### config.mk
export PLATFORM = sky130hd
export DESIGN_NAME = traffic_ctrl_nway
export DESIGN_NICKNAME = d
export VERILOG_FILES = /design/src/rtl/traffic_ctrl_nway.sv
export SDC_FILE = /design/constraint.sdc
export NUM_CORES = 1
export LEC_CHECK = 0
export ABC_AREA = 1
export BUFFER_PORTS_ARGS = -buffer_cell sky130_fd_sc_hd__buf_2
export CORE_ASPECT_RATIO = 1.2
export CORE_MARGIN = 3
export CORE_UTILIZATION = 47
export CTS_BUF_LIST = sky130_fd_sc_hd__clkbuf_8
export DETAILED_ROUTE_END_ITERATION = 12
export GPL_TIMING_DRIVEN = 0
export MAX_ROUTING_LAYER = met4
export PLACE_DENSITY = 0.77
export SLEW_MARGIN = 30
export SYNTH_ARGS = -nofsm -noshare
export SYNTH_HDL_FRONTEND = slang
export SYNTH_SLANG_ARGS = --single-unit
### constraint.sdc
create_clock -name clk -period 1.79 [get_ports clk]
set_input_delay 0.179 -clock clk [delete_from_list [all_inputs] [get_ports clk]]
set_output_delay 0.179 -clock clk [all_outputs]
set_load 0.02 [all_outputs]
### src/rtl/traffic_ctrl_nway.sv
// ============================================================================
//  Module   : traffic_ctrl_nway
//  Purpose  : Round-robin N-approach signal controller with all-red clearance,
//             programmable phase durations and optional pedestrian walk lamps
//             (optional feature macro: TRAFFIC_PED_EN).
//  Revision : 1.0 - initial release
// ============================================================================
`default_nettype none

module traffic_ctrl_nway #(
    parameter int N_WAYS = 2,
    parameter int CNT_W  = 8
) (
    input  logic                        clk,
    input  logic                        reset_n,
    input  logic                        enable,
    input  logic [CNT_W-1:0]            green_cycles,
    input  logic [CNT_W-1:0]            yellow_cycles,
    input  logic [CNT_W-1:0]            allred_cycles,
    input  logic [N_WAYS-1:0]           ped_req,
    output logic [3*N_WAYS-1:0]         light,
    output logic [N_WAYS-1:0]           walk,
    output logic [$clog2(N_WAYS)-1:0]   active_way,
    output logic [1:0]                  phase,
    output logic                        phase_tick
);

    localparam int                 c_WAY_W    = $clog2(N_WAYS);
    localparam logic [c_WAY_W-1:0] c_LAST_WAY = c_WAY_W'(N_WAYS - 1);
    localparam logic [CNT_W-1:0]   c_ONE      = CNT_W'(1);

    typedef enum logic [1:0] {
        S_ALLRED = 2'b00,
        S_GREEN  = 2'b01,
        S_YELLOW = 2'b10
    } state_t;

    state_t              r_state;
    logic [CNT_W-1:0]    r_timer;
    logic [c_WAY_W-1:0]  r_active_way;
    logic                r_phase_tick;

    logic [CNT_W-1:0]    w_green_eff;
    logic [CNT_W-1:0]    w_yellow_eff;
    logic [CNT_W-1:0]    w_allred_eff;
    logic [c_WAY_W-1:0]  w_way_next;
    logic                w_expire;

    // Zero-length durations are stretched to a single cycle.
    assign w_green_eff  = (green_cycles  == '0) ? c_ONE : green_cycles;
    assign w_yellow_eff = (yellow_cycles == '0) ? c_ONE : yellow_cycles;
    assign w_allred_eff = (allred_cycles == '0) ? c_ONE : allred_cycles;
    assign w_way_next   = (r_active_way == c_LAST_WAY) ? '0 : r_active_way + 1'b1;
    assign w_expire     = (r_timer <= c_ONE);

    always_ff @(posedge clk) begin
        if (!reset_n) begin
            r_state      <= S_ALLRED;
            r_timer      <= w_allred_eff;
            r_active_way <= '0;
            r_phase_tick <= 1'b0;
        end else if (!enable) begin
            // Forced all-red; an interrupted grant counts as served.
            r_state      <= S_ALLRED;
            r_timer      <= w_allred_eff;
            r_phase_tick <= (r_state != S_ALLRED);
            if (r_state == S_GREEN || r_state == S_YELLOW) begin
                r_active_way <= w_way_next;
            end
        end else begin
            r_phase_tick <= 1'b0;
            case (r_state)
                S_ALLRED: begin
                    if (w_expire) begin
                        r_state      <= S_GREEN;
                        r_timer      <= w_green_eff;
                        r_phase_tick <= 1'b1;
                    end else begin
                        r_timer <= r_timer - 1'b1;
                    end
                end
                S_GREEN: begin
                    if (w_expire) begin
                        r_state      <= S_YELLOW;
                        r_timer      <= w_yellow_eff;
                        r_phase_tick <= 1'b1;
                    end else begin
                        r_timer <= r_timer - 1'b1;
                    end
                end
                S_YELLOW: begin
                    if (w_expire) begin
                        r_state      <= S_ALLRED;
                        r_timer      <= w_allred_eff;
                        r_active_way <= w_way_next;
                        r_phase_tick <= 1'b1;
                    end else begin
                        r_timer <= r_timer - 1'b1;
                    end
                end
                default: begin
                    r_state      <= S_ALLRED;
                    r_timer      <= w_allred_eff;
                    r_phase_tick <= 1'b1;
                end
            endcase
        end
    end

    assign active_way = r_active_way;
    assign phase      = r_state;
    assign phase_tick = r_phase_tick;

    for (genvar gi = 0; gi < N_WAYS; gi++) begin : g_light
        assign light[3*gi +: 3] =
            (r_active_way != c_WAY_W'(gi)) ? 3'b100 :
            (r_state == S_GREEN)           ? 3'b001 :
            (r_state == S_YELLOW)          ? 3'b010 : 3'b100;
    end

`ifdef TRAFFIC_PED_EN
    logic [N_WAYS-1:0] r_ped_pend;
    logic [N_WAYS-1:0] r_walk;
    logic [N_WAYS-1:0] w_way_onehot;
    logic [N_WAYS-1:0] w_ped_clear;
    logic              w_enter_green;
    logic              w_hold_green;

    assign w_way_onehot  = N_WAYS'(1) << r_active_way;
    assign w_enter_green = enable && (r_state == S_ALLRED) && w_expire;
    assign w_hold_green  = enable && (r_state == S_GREEN) && !w_expire;
    // Clear is applied after the set so a same-edge request loses to the grant.
    assign w_ped_clear   = w_enter_green ? (w_way_onehot & r_ped_pend) : '0;

    always_ff @(posedge clk) begin
        if (!reset_n) begin
            r_ped_pend <= '0;
            r_walk     <= '0;
        end else begin
            r_ped_pend <= (r_ped_pend | ped_req) & ~w_ped_clear;
            if (w_enter_green) begin
                r_walk <= r_ped_pend & w_way_onehot;
            end else if (!w_hold_green) begin
                r_walk <= '0;
            end
        end
    end

    assign walk = r_walk;
`else
    logic w_unused_ped;
    assign w_unused_ped = ^ped_req;
    assign walk         = '0;
`endif

endmodule

`default_nettype wire
==> impl_metrics.ini <==
[critical_path]
endpoint_kind = output port
critPathMaxStageDelay_ns = 0.45
r2r-end = r_timer[0]
timing.rr.start = phase[1]
reg2reg_slack_ns = 0.17
crit_path_cell_trace = inv_1 -> ha_1 -> buf_2 -> inv_1 -> nor2_1 -> buf_2
cp-start-kind = flop
reg2regPathDepth = 9
crit_path_max_fanout = 8
crit_slowest_cell = dfxtp_1
worstSetupPathType = flop to output port
startpoint = phase[1]
cp.arrival_ns = 1.47
required_ns = 1.61

[yosys]
synth-edff-count = 0
seq_area_frac_synth_pct = 21.8
synthCells = 186
yosys.cell_count.top_type = nand2_1
synth_seq_cells = 12
ys_warn_count = 0
ys_types = 25
syn-cell-area_um2 = 1100
yosys.area.top_type_share_pct = 23.5
synth_area_leaders = nand2_1, dfxtp_1, inv_1
async_flop_share_pct = 0
synthFlopType = dfxtp_1
avgSynthCellArea_um2 = 5.93
ys_top_cells_by_count = nand2_1, inv_1, nor2_1
yosys.area.top_type = nand2_1

[sta]
slew_violations = 0
setup_viol = 0
min_period_over_period_pct = 92.2
whs_ns = 0.150
finalHoldViolations = 0
skew_ns = 0.00294
rsz0062_at_grt = no
max_clock_freq_mhz = 606
min_period_ns = 1.65
timing.setup.tns_ns = 0

[floorplan]
die-height_um = 59.1
dieArea_um2 = 2960
die_w_um = 50.2
core_um2 = 2140
pin_count = 41
num_rows = 18
floorplan.initialDensity_pct = 51.5

[finish]
drive_gt1_share_pct = 27.0
finalNetCount = 264
num_antenna_cells = 0
syn_to_final_growth_pct = 23.8

[worst_hold_path]
hold_start = allred_cycles[6]
hold_class = primary input to flop
hold_depth = 3
hold_path_end = r_timer[6]

[detailed_routing]
num_vias = 1221
wirelength_mm = 2.72
drtIter0Drc = 22
drcViolationCount = 0
viasPerCell = 4.77
firstDrtPassIters = 4
ant_nets = 0
wl_per_cell_um = 10.6

[clocking]
clk_pin_slew_ns = 0.05
clockBufferDepth = 2
cts.htree.levels = 1
numCtsBuffers = 3
cts_tree = done
ctsResizeCount = 0
cts.sinks = 12
cts_setup_buffers = 0
insertion_delay_ns = 0.24
hold_buffers = 0
cts_root_buf = clkbuf_8

[place]
dp_hpwl_mm = 2.35
portBuffers = 36
gp_congestion = 0.912

[grt]
grt_overflow_total = 0
antenna_found_initial = 0
grt_max_degree = 11
grt_pass1_vias = 1143
grt_pass1_wl_mm = 4.51
grt_usage_pct = 20.3

[power_and_ir_drop]
vdd_drop_max_mv = 0.483
power.static_leakage_nw = 0.779
powerDensity_nw_per_um2 = 551
power.total_uw = 752

[status]
status = complete, no violations

[job]
max-cap-violations = 0
[cell families after synthesis]
group           after synthesis  share of synthesized area (%)
xor+xnor                      1                          0.795
fa+ha+maj                     7                           7.95
simple gates                120                           50.3
compound gates               14                           7.49
buf+inv                      31                           11.3
flops                        12                           21.8
other cells                   1                          0.340
[placed cells by master, fill, tap and decap left out, drive strengths merged, types with 2 or more instances in the layout]
cell	synthesis	final
a21oi	5	5
buf	3	39
clkbuf	0	3
conb	1	2
dfxtp	12	12
ha	7	7
inv	28	28
nand2	75	75
nand3	14	14
nand4	2	2
nor2	27	27
nor3	2	2
o21ai	5	5
[flip-flops by register name, summed over array words and instances, names as in the netlist]
name / count
active_way: 1
phase: 2
phase_tick: 1
r_timer: 8
[through the flow]
| stage | setup slack [ns] | util [%] | instance area, um2 | cells |
|---|---|---|---|---|
| floorplan | 0.220 | - | 1110 | 187 |
| global placement | 0.210 | 61.9 | 1320 | 253 |
| detailed placement | 0.168 | 61.9 | 1320 | 253 |
| CTS | 0.129 | 63.8 | 1370 | 256 |
| global route | 0.0396 | 63.8 | 1370 | 256 |
| finish | 0.140 | 63.8 | 1370 | 256 |
[layer usage]
metal / wire [um] / part of all wire (%) / GRT usage [%]
met5: 0 / 0 / -
met4: 52 / 1.9 / 10.3
met3: 144 / 5.3 / 2.77
met2: 1460 / 54 / 37.7
met1: 1070 / 39 / 20.6
[how the worst max path moves through the flow]
stage	endpoint	slack [ns]	depth (start not counted)
global placement	r_timer[0]	0.21	9
global route	light[0]	0.04	6
finish	light[0]	0.14	6
CTS	light[0]	0.13	6
detailed placement	r_timer[0]	0.17	9
floorplan	r_timer[4]	0.22	9
[report_power, final]
group / total [mW] / internal (mW) / leakage [nW] / switching [mW]
sequential: 0.302 / 0.287 / 0.0998 / 0.0145
clock: 0.245 / 0.148 / 0.0216 / 0.0964
combinational: 0.206 / 0.0830 / 0.658 / 0.123
total: 0.752 / 0.518 / 0.779 / 0.234
[critical path: cells and delay by family (launching register included)]
kind          cells  cell delay (ns)
fa+ha+maj         1             0.18
flops             1             0.45
simple gates      1             0.06
buf+inv           4             0.55
[area by class of cell]
class	instances	area (um2)
fillers	207	774
plain buffers	3	20.0
well taps	30	37.5
multi-input cells	144	741
flip-flops and latches	12	240
repair buffers	36	180
inverters	28	105
clock buffers	3	41.3
(Power assumes the default switching activity.)
